## src/rtl/pe_result_collector.sv

```systemverilog
// Collects per-PE match results for one search job into a packed vector, presented to the
// result comparator through a valid/acknowledge handshake. Optional macro: PE_COLLECT_TIMEOUT_EN.
module pe_result_collector #(
   parameter int unsigned NUM_PE      = 8,
   parameter int unsigned MAX_STR_ADD = 5,
   parameter int unsigned TIMEOUT_CYC = 255
) (
   input  logic                                 clk,
   input  logic                                 reset,
   input  logic                                 start,
   input  logic [NUM_PE-1:0]                    pe_done,
   input  logic [NUM_PE-1:0]                    pe_match,
   input  logic [NUM_PE*MAX_STR_ADD-1:0]        pe_addr,
   output logic [NUM_PE*(MAX_STR_ADD+1)-1:0]    pe_result,
   output logic                                 o_valid,
   input  logic                                 cmp_valid,
   output logic [NUM_PE-1:0]                    pe_pending,
   output logic                                 busy,
   output logic                                 timed_out
);

   localparam int unsigned SLOT_W      = MAX_STR_ADD + 1;
   localparam int unsigned RES_W       = NUM_PE * SLOT_W;
   localparam logic [7:0]  TIMEOUT_VAL = 8'(TIMEOUT_CYC);

   typedef enum logic [1:0] {StIdle, StCollect, StSend, StRelease} state_e;

   state_e              state_q, state_d;
   logic [RES_W-1:0]    result_q, result_d;
   logic [NUM_PE-1:0]   pending_q, pending_d;
   logic                expire;

`ifdef PE_COLLECT_TIMEOUT_EN
   logic [7:0] cnt_q, cnt_d;
   logic       timed_out_q, timed_out_d;

   always_comb begin
      cnt_d = cnt_q;
      if (state_q == StIdle && start) begin
         cnt_d = '0;
      end else if (state_q == StCollect) begin
         cnt_d = cnt_q + 8'd1;
      end
   end

   // Only a genuine shortfall counts as a timeout; a job completing on the expiry cycle does not.
   assign expire = (state_q == StCollect) && (cnt_q == TIMEOUT_VAL) && (pending_d != '0);

   always_comb begin
      timed_out_d = timed_out_q;
      if (state_q == StIdle && start) begin
         timed_out_d = 1'b0;
      end else if (expire) begin
         timed_out_d = 1'b1;
      end
   end

   always_ff @(posedge clk) begin
      if (!reset) begin
         cnt_q       <= '0;
         timed_out_q <= 1'b0;
      end else begin
         cnt_q       <= cnt_d;
         timed_out_q <= timed_out_d;
      end
   end

   assign timed_out = timed_out_q;
`else
   logic unused_timeout;
   assign unused_timeout = ^TIMEOUT_VAL;
   assign expire         = 1'b0;
   assign timed_out      = 1'b0;
`endif

   // Misses are all-ones so an unsigned minimum search prefers any match.
   always_comb begin
      result_d  = result_q;
      pending_d = pending_q;
      case (state_q)
         StIdle: begin
            if (start) begin
               result_d  = '1;
               pending_d = '1;
            end
         end
         StCollect: begin
            for (int i = 0; i < NUM_PE; i++) begin
               if (pe_done[i] && pending_q[i]) begin
                  result_d[i*SLOT_W +: SLOT_W] = pe_match[i] ?
                        {1'b0, pe_addr[i*MAX_STR_ADD +: MAX_STR_ADD]} : {SLOT_W{1'b1}};
                  pending_d[i] = 1'b0;
               end
            end
         end
         default: ;
      endcase
   end

   always_comb begin
      state_d = state_q;
      unique case (state_q)
         StIdle:    if (start) state_d = StCollect;
         StCollect: if (pending_d == '0 || expire) state_d = StSend;
         StSend:    if (cmp_valid) state_d = StRelease;
         StRelease: if (!cmp_valid) state_d = StIdle;
         default:   state_d = StIdle;
      endcase
   end

   always_ff @(posedge clk) begin
      if (!reset) begin
         state_q <= StIdle;
      end else begin
         state_q <= state_d;
      end
   end

   always_ff @(posedge clk) begin
      if (!reset) begin
         result_q  <= '0;
         pending_q <= '0;
      end else begin
         result_q  <= result_d;
         pending_q <= pending_d;
      end
   end

   always_comb begin
      o_valid    = (state_q == StSend);
      busy       = (state_q != StIdle);
      pe_result  = result_q;
      pe_pending = pending_q;
   end

endmodule

```

## config.mk

```make
export PLATFORM = sky130hd
export DESIGN_NAME = pe_result_collector
export DESIGN_NICKNAME = d
export VERILOG_FILES = /design/src/rtl/pe_result_collector.sv
export SDC_FILE = /design/constraint.sdc
export NUM_CORES = 1
export LEC_CHECK = 0
export CAP_MARGIN = 30
export CORE_AREA = 2 2 87 81
export DETAILED_ROUTE_END_ITERATION = 8
export DIE_AREA = 0 0 89 83
export MAX_ROUTING_LAYER = met4
export PLACE_DENSITY = 0.83
export SYNTH_ARGS = -nofsm -noshare
export SYNTH_HDL_FRONTEND = slang
export SYNTH_SLANG_ARGS = --single-unit
export TNS_END_PERCENT = 30
```

## constraint.sdc

```tcl
create_clock -name clk -period 2.7 [get_ports clk]
set_clock_uncertainty 0.2 [all_clocks]
set_input_delay 0.405 -clock clk [delete_from_list [all_inputs] [get_ports clk]]
set_output_delay 0.405 -clock clk [all_outputs]
set_load 0.01 [all_outputs]
```

; ---- Yosys cells after proc, flatten, opt, wreduce, memory -nomap -nowiden
; Index checks and enable logic that the tools add are counted.
[word_totals]
regBits = 58
out_inout_bits = 59
input_bits = 60
[classes]
reduce_logical = 21
n_mux = 33
n_eq_ne = 15
[ops]
columns = operator, n
row1 = $mux 6, 16
row2 = $pmux 48 s2, 1
row3 = $mux 48, 1
row4 = $reduce_and 3->1, 8
row5 = $ne 2x2->1 const B, 11
row6 = $pmux 8 s2, 1
row7 = $logic_and 1x1->1, 8
row8 = $logic_not 8->1, 1
row9 = $mux 1, 8
row10 = $mux 2, 4
row11 = $mux 8, 1
row12 = $pmux 2 s4, 1
row13 = $eq 2x2->1 const B, 2
row14 = $reduce_and 4->1, 1
row15 = $reduce_bool 2->1, 2
row16 = $eq 2x1->1 const B, 1
row17 = $logic_not 2->1, 1
row18 = $ne 2x1->1 const B, 1

; ---- Longest topological paths before layout
; Gate-level depths: netlist (run 1).
[depth]
word_depth = 6
depth_mapped = 9
ltp_nobuf = 7

; ---- Worst setup path before layout (run 1)
; OpenSTA, ideal clock, no wires.
[synth_path]
path_kind = reg2reg
startpoint = register state_q[0]
endpoint = register state_q[0]
t_arrival_ps = 2097
path_slack_ps = 341
path_stages_with_launch = 9
required_time_ps = 2438
setup_ps = 62
path_buffers = 1
period_less_slack_ps = 2359
cell_sequence = dfxtp_1 -> inv_1 -> ha_1 -> buf_2 -> a21oi_2 -> a21oi_1 -> or4_4 -> or4_1 -> nand3_1
[synth_via]
elab_chain_len = 5
elab_cells_between_ends = 12
cone_classes = eq/ne (7) / mux (2) / reduce/logical (3)
[synth_rtl]
columns = item, line
row1 = "start, declared", 28  ; state_e state_q, state_d;
row2 = "start signal, assigned", 113  ; state_q <= StIdle;
row3 = "start signal, assigned", 115  ; state_q <= state_d;
row4 = $eq 2x1->1 or $logic_not 2->1 (tied branches), "80, 102"
row5 = $pmux 8 s2, 80  ; case (state_q)
row6 = $logic_not 8->1, 104  ; StCollect: if (pending_d == '0 || expire) state_d = StSend;
row7 = $ne 2x2->1 (no source line), n/a
row8 = $reduce_and 4->1 (no source line), n/a
; Several ways; a longest one is shown, not always the timed one.
; A chain may end at the register's enable or synchronous reset.

; ---- Worst setup path after layout (run 1)
[layout_path]
startpoint = register state_q[1]
endpoint = register state_q[0]
; The elaborated chain is that of the path after synthesis.

==> results.tsv, run 1 <==
metric	value	unit
synth_seq_area_share	0.450	
htreeDepth	3	
synth_edf_count	0	
ys_dominant_reg_cell	dfxtp_1	
crit_start	state_q[1]	
syn_nets	365	
wl_met3	422	microns
ctsRootBufferMaster	clkbuf_8	
clock_sinks	58	
synth_cell_types	26	
combPwrFrac	0.503	
ir_drop	566	uV
hold_viol_final	0	
setup_violations	0	
vias_per_cell	4.93	
yosysWarnings	0	
clkTransAtPathRegs	0.06	ns
synth-seq-cells	58	
syn_area	2580	sq um
nNetsFinal	484	
powerDensity	1070	nW/um^2
switching_share	0.357	
cts_tree	done	
fin_cells	513	
r2r_end	state_q[0]	
cts.repair.resized	0	
rows	28	
r2r_slack	0.18	ns
status	complete, no violations	
syn_inst	299	
yosysMostFrequentCell	dfxtp_1	
ios	119	
cp-end-kind	register	
post-place-cells	497	
ys_top_cells_by_count	dfxtp_1, nand2_1, o211a_1	
via_count	2530	
syn_avg_cell_area	8.62	sq um
async_flop_share	0	
reg2reg_from	state_q[1]	
start_util	0.400	
critical_path.endpoint	state_q[0]	
hp-class	register to register	
synthTopCellsByArea	dfxtp_1, o211a_1, nand2_1, nor2_1, a21oi_1	
rr_worst_depth	8	
routedWlPerCell	13.6	microns
slew_violations	0	
place.gp.congestion	0.811	
cts-buffers-inserted	9	
grt_usage	0.198	
area_growth	57.0	%
grt_pass1_wl	11200	microns
routed-wl-met2	3290	microns
slew_headroom	0.641	
hpwl	5130	microns
grt_max_degree	32	
seq_power_share	0.328	
diodes	0	
coreArea	6450	sq um
rsz0062_at_grt	no	
period_minus_slack	2.52	ns
die_area	7390	sq um
p_int	0.00279	W
arrival	2.59	ns
start_kind	register	
crit_type	register to register	
cp_max_fo	11	
max_cap_viol_count	0	
drt_iter0_markers	106	
fmax	397	MHz
highest_layer	met4	
yosysTopAreaCell	dfxtp_1	
drc	0	
grt_pass1_vias	2418	
pwr-share-clk	0.170	
grt-ovfl-total	0	
fill_cells	592	
cellLeakagePower	1.94	nW
die_h	83	microns
routed_wl	6990	microns
critPathRequiredTime	2.77	ns
hold_buffers	0	
whs	0.297	ns
wl_met1	3160	microns
drive_above_1_share	0.0780	
post_cts_buffers	0	
antenna_left	0	
min_period_over_period	0.933	
switchingPower	0.00155	W
tightestPinTransition	0.538	ns
clock_latency	0.33	ns
seqCellArea	1160	sq um
io_buffers	117	
clock_path_buffers	2	
die_w	89	microns
grt_antenna_before_repair	0	
dr.pass1.iters	4	
multiInputGateArea	1310	sq um
synth.top_cell.area_share	0.450	
[power groups by stage]
stage / combinational [W] / sequential, W / clock, W
floorplan: 0.000933 / 0.00157 / 0
global placement: 0.00214 / 0.00142 / 0
detailed placement: 0.00218 / 0.00144 / 0
CTS: 0.00220 / 0.00142 / 0.000745
global route: 0.00238 / 0.00146 / 0.000790
finish: 0.00218 / 0.00142 / 0.000737
[worst min-delay path by stage]
stage / depth (start not counted) / slack, ns / start / endpoint
finish: 1 / 0.30 / pe_result[36] / pe_result[36]
global route: 1 / 0.31 / pe_result[46] / pe_result[46]
CTS: 1 / 0.30 / pe_result[36] / pe_result[36]
detailed placement: 1 / 0.29 / pe_result[36] / pe_result[36]
global placement: 1 / 0.28 / pe_result[17] / pe_result[17]
floorplan: 1 / 0.34 / pe_result[0] / pe_result[0]
[cells by family (layout without fill, tap and decap cells)]
family	Yosys count	count (layout)	share of synthesized area
AND/OR/NAND/NOR	125	125	0.209
AO/OA/AOI/OAI	80	80	0.255
adder cells (fa/ha/maj)	6	6	0.0291
other	1	1	0.00145
buffers and inverters	26	150	0.0432
multiplexers	3	3	0.0121
flip-flops	58	58	0.450
[placed cells by master, fill, tap and decap left out, drive strengths merged]
master,synthesis,final
mux2i,2,2
o21ai,3,3
buf,5,14
clkinv,0,2
inv,4,4
nor3,1,1
nand3,9,9
nor2b,1,1
ha,6,6
o2111ai,1,1
dfxtp,58,58
clkdlybuf4s50,0,116
clkbuf,17,14
a31oi,1,1
mux2,1,1
a21oi,25,25
and2,8,8
nand2,56,56
o211a,48,48
o211ai,1,1
or4,3,3
nand2b,7,7
nor2,40,40
conb,1,1
o311a,1,1
[metrics by stage]
step	power [W]	TNS (ns)	setup slack, ns	utilization	area [sq um]
final	0.00434	0	0.181	0.628	4050
after global placement	0.00356	0	0.0442	0.599	3860
after floorplan	0.00250	0	0.341	-	2580
after detailed placement	0.00362	-0.0120	-0.0120	0.599	3860
after global routing	0.00464	0	0.0224	0.628	4050
after CTS	0.00437	0	0.0458	0.627	4040
[worst max-delay path: stages, from the launching register on]
cell      delay [ns]
dfxtp_1         0.39
inv_1           0.11
ha_1            0.37
buf_4           0.24
nand2b_1        0.07
a21oi_1         0.07
or4_1           0.49
or4_1           0.43
nand3_1         0.09
[cell type report]
cell class	instances	area share
multi-input combinational	215	0.324
tap	90	0.0278
clock buffer	14	0.0427
inverter	4	0.00371
clock inverter	2	0.00247
sequential	58	0.287
timing repair buffer	130	0.312
[registers in the layout, indices dropped and copies added (netlist names)]
name and flops:
pe_result 48, state_q 2, pe_pending 8
[per-layer routing]
layer,vias to the layer above,track usage
met3,11,0.0577
met1,1170,0.253
li1,1271,-
met2,78,0.296
met5,-,-
met4,0,0.0746
(Power assumes the default switching activity.)
==> run 2, diff against run 1 <==
Settings changed: TNS_END_PERCENT 30 to default.
==> results of run 2 <==
The final DEF is identical to that of run 1; final timing and power are the same.
==> run 3, diff against run 2 <==
--- a/config.mk
+++ b/config.mk
@@ -8,7 +8,7 @@
 export CAP_MARGIN = 30
-export CORE_AREA = 2 2 87 81
+export CORE_AREA = 10 10 95 89
 export DETAILED_ROUTE_END_ITERATION = 8
-export DIE_AREA = 0 0 89 83
+export DIE_AREA = 0 0 105 99
 export MAX_ROUTING_LAYER = met4
-export PLACE_DENSITY = 0.83
+export PLACE_DENSITY = 0.78
 export SYNTH_ARGS = -nofsm -noshare
--- a/constraint.sdc
+++ b/constraint.sdc
@@ -4,2 +4,2 @@
 set_output_delay 0.405 -clock clk [all_outputs]
-set_load 0.01 [all_outputs]
+set_load 0.1 [all_outputs]
==> run 3 against run 2 <==
Against the previous run:
- non-clock buffer count decreased by 6
- die area is 41% higher
- critical path depth fell by 1
- sequential share of layout area up 1.3 points
- global-route usage decreased by 4.7 points
- maximum frequency shrank 1.2%
- final area shrank 4.3%
==> results.tsv, run 3 (same netlist as run 1, synthesis figures left out) <==
metric	value	unit	change
die_h	99	microns	+19%
dr.pass1.iters	4		unchanged
cp-end-kind	register		
htreeDepth	3		unchanged
max_cap_viol_count	0		unchanged
start_kind	register		
cp_top_family	compound AO/OA/AOI/OAI gates		
drt_iter0_markers	71		-33%
cp_cell_sequence	inv_1 > ha_1 > nor2b_4 > a21oi_1 > a21oi_1 > nand3_1 > o211a_1		
grt_pass1_wl	12600	microns	+12%
cp_max_fo	12		+1
grt_pass1_vias	2548		+5.4%
start_util	0.400		unchanged
fin_ws	0.151	ns	-0.0308 ns
via_count	2495		-1.4%
setup_violations	0		unchanged
holdPathEnd	pe_result[9]		
diodes	0		unchanged
hpwl	6030	microns	+18%
nNetsFinal	478		-1.2%
rr_worst_depth	7		-1
fmax	392	MHz	-1.2%
period_minus_slack	2.55	ns	+0.0308 ns
clkTransAtPathRegs	0.06	ns	about the same
hp-class	register to register		
grt_usage	0.151		-0.0469
grt_max_degree	60		+88%
whs	0.300	ns	+0.00259 ns
crit_type	register to register		
ctsRootBufferMaster	clkbuf_8		
r2r_end	pe_result[11]		
tightestPinTransition	0.831	ns	+0.293 ns
cts-buffers-inserted	9		unchanged
slew_violations	0		unchanged
arrival	2.57	ns	-0.02 ns
r2r_slack	0.15	ns	-0.03 ns
die_area	10400	sq um	+41%
die_w	105	microns	+18%
place.gp.congestion	0.800		-1.3%
layout_commonest_cell	buf_4		
rows	28		unchanged
slew_headroom	0.446		-0.195
vias_per_cell	4.93		about the same
crit_slowest_cell	a21oi_1		
fill_cells	619		+4.6%
clock_path_buffers	2		unchanged
grt_antenna_before_repair	0		unchanged
status	complete, no violations		
tns	0	ns	unchanged
ios	119		unchanged
drive_above_1_share	0.214		+0.136
post_cts_buffers	0		unchanged
io_buffers	117		unchanged
rsz0062_at_grt	yes		
routed_wl	7990	microns	+14%
hold_viol_final	0		unchanged
cpMostUsedCell	a21oi_1		
antenna_left	0		unchanged
clock_latency	0.33	ns	about the same
coreArea	6450	sq um	unchanged
hold_depth	1		unchanged
worstHoldStart	pe_result[9]		
cts_tree	done		
min_period_over_period	0.944		+0.0114
max_stage_delay	0.73	ns	+0.24 ns
routedWlPerCell	15.8	microns	+16%
area_growth	50.2	%	
place_ws	-0.121	ns	-0.109 ns
largest_reg_flops	48		unchanged
crit_buf_inv	1		-1
drc	0		unchanged
reg2reg_from	state_q[1]		
final_cell_mix	buf_4, clkdlybuf4s50_1, dfxtp_1, nand2_1, o211a_1		
critPathRequiredTime	2.72	ns	-0.05 ns
grt-ovfl-total	0		unchanged
clock_sinks	58		unchanged
-- run 3: changes by cell type in the layout (fill, tap and decap cells not counted), sizes merged --
cell           delta
clkbuf            -2
clkdlybuf4s50    -58
clkinvlp          +1
clkinv            +1
buf              +52
inv               -1
-- run 3: final cells by class --
type	count	area [sq um]	area share
Multi-Input combinational cell	215	1320	0.342
Sequential cell	58	1160	0.300
Timing Repair Buffer	124	1090	0.280
Clock buffer	12	155	0.0401
Tap cell	90	113	0.0291
Inverter	4	18.8	0.00485
Clock inverter	3	15.0	0.00388
-- run 3: per-stage QoR --
step                instances  area, sq um  utilization
floorplan                 299         2580            -
global placement          491         3680        0.572
detailed placement        491         3680        0.572
CTS                       506         3860        0.599
global route              506         3870        0.601
finish                    506         3870        0.601
-- run 3: per-layer routing --
metal  vias to the layer above  track usage  share of wire
li1                       1256            -              -
met1                      1171        0.170           0.44
met2                        63        0.252           0.50
met3                         5       0.0508          0.051
met4                         0       0.0411         0.0071
met5                         -            -              0
-- run 3: worst max-delay path by stage --
stage / startpoint / endpoint / depth (start not counted)
final: state_q[1] / pe_result[11] / 7
after global routing: state_q[1] / pe_result[23] / 7
after CTS: state_q[0] / pe_result[11] / 7
after detailed placement: start / pe_result[5] / 5
after global placement: start / pe_result[11] / 5
after floorplan: state_q[0] / state_q[1] / 7
-- run 3: timing repair --
| item | 4_1_cts | 5_1_grt |
|---|---|---|
| gates cloned | 0 | 0 |
| hold buffers | 0 | 0 |
| gates resized for setup | 1 | 4 |
| endpoints found under the hold margin | 0 | 0 |
| setup endpoints to repair | 5 | 33 |
Power of run 3 is left out: the tool's default activity adds up to more than one toggle a clock period on the data nets, which glitch-free logic cannot reach.
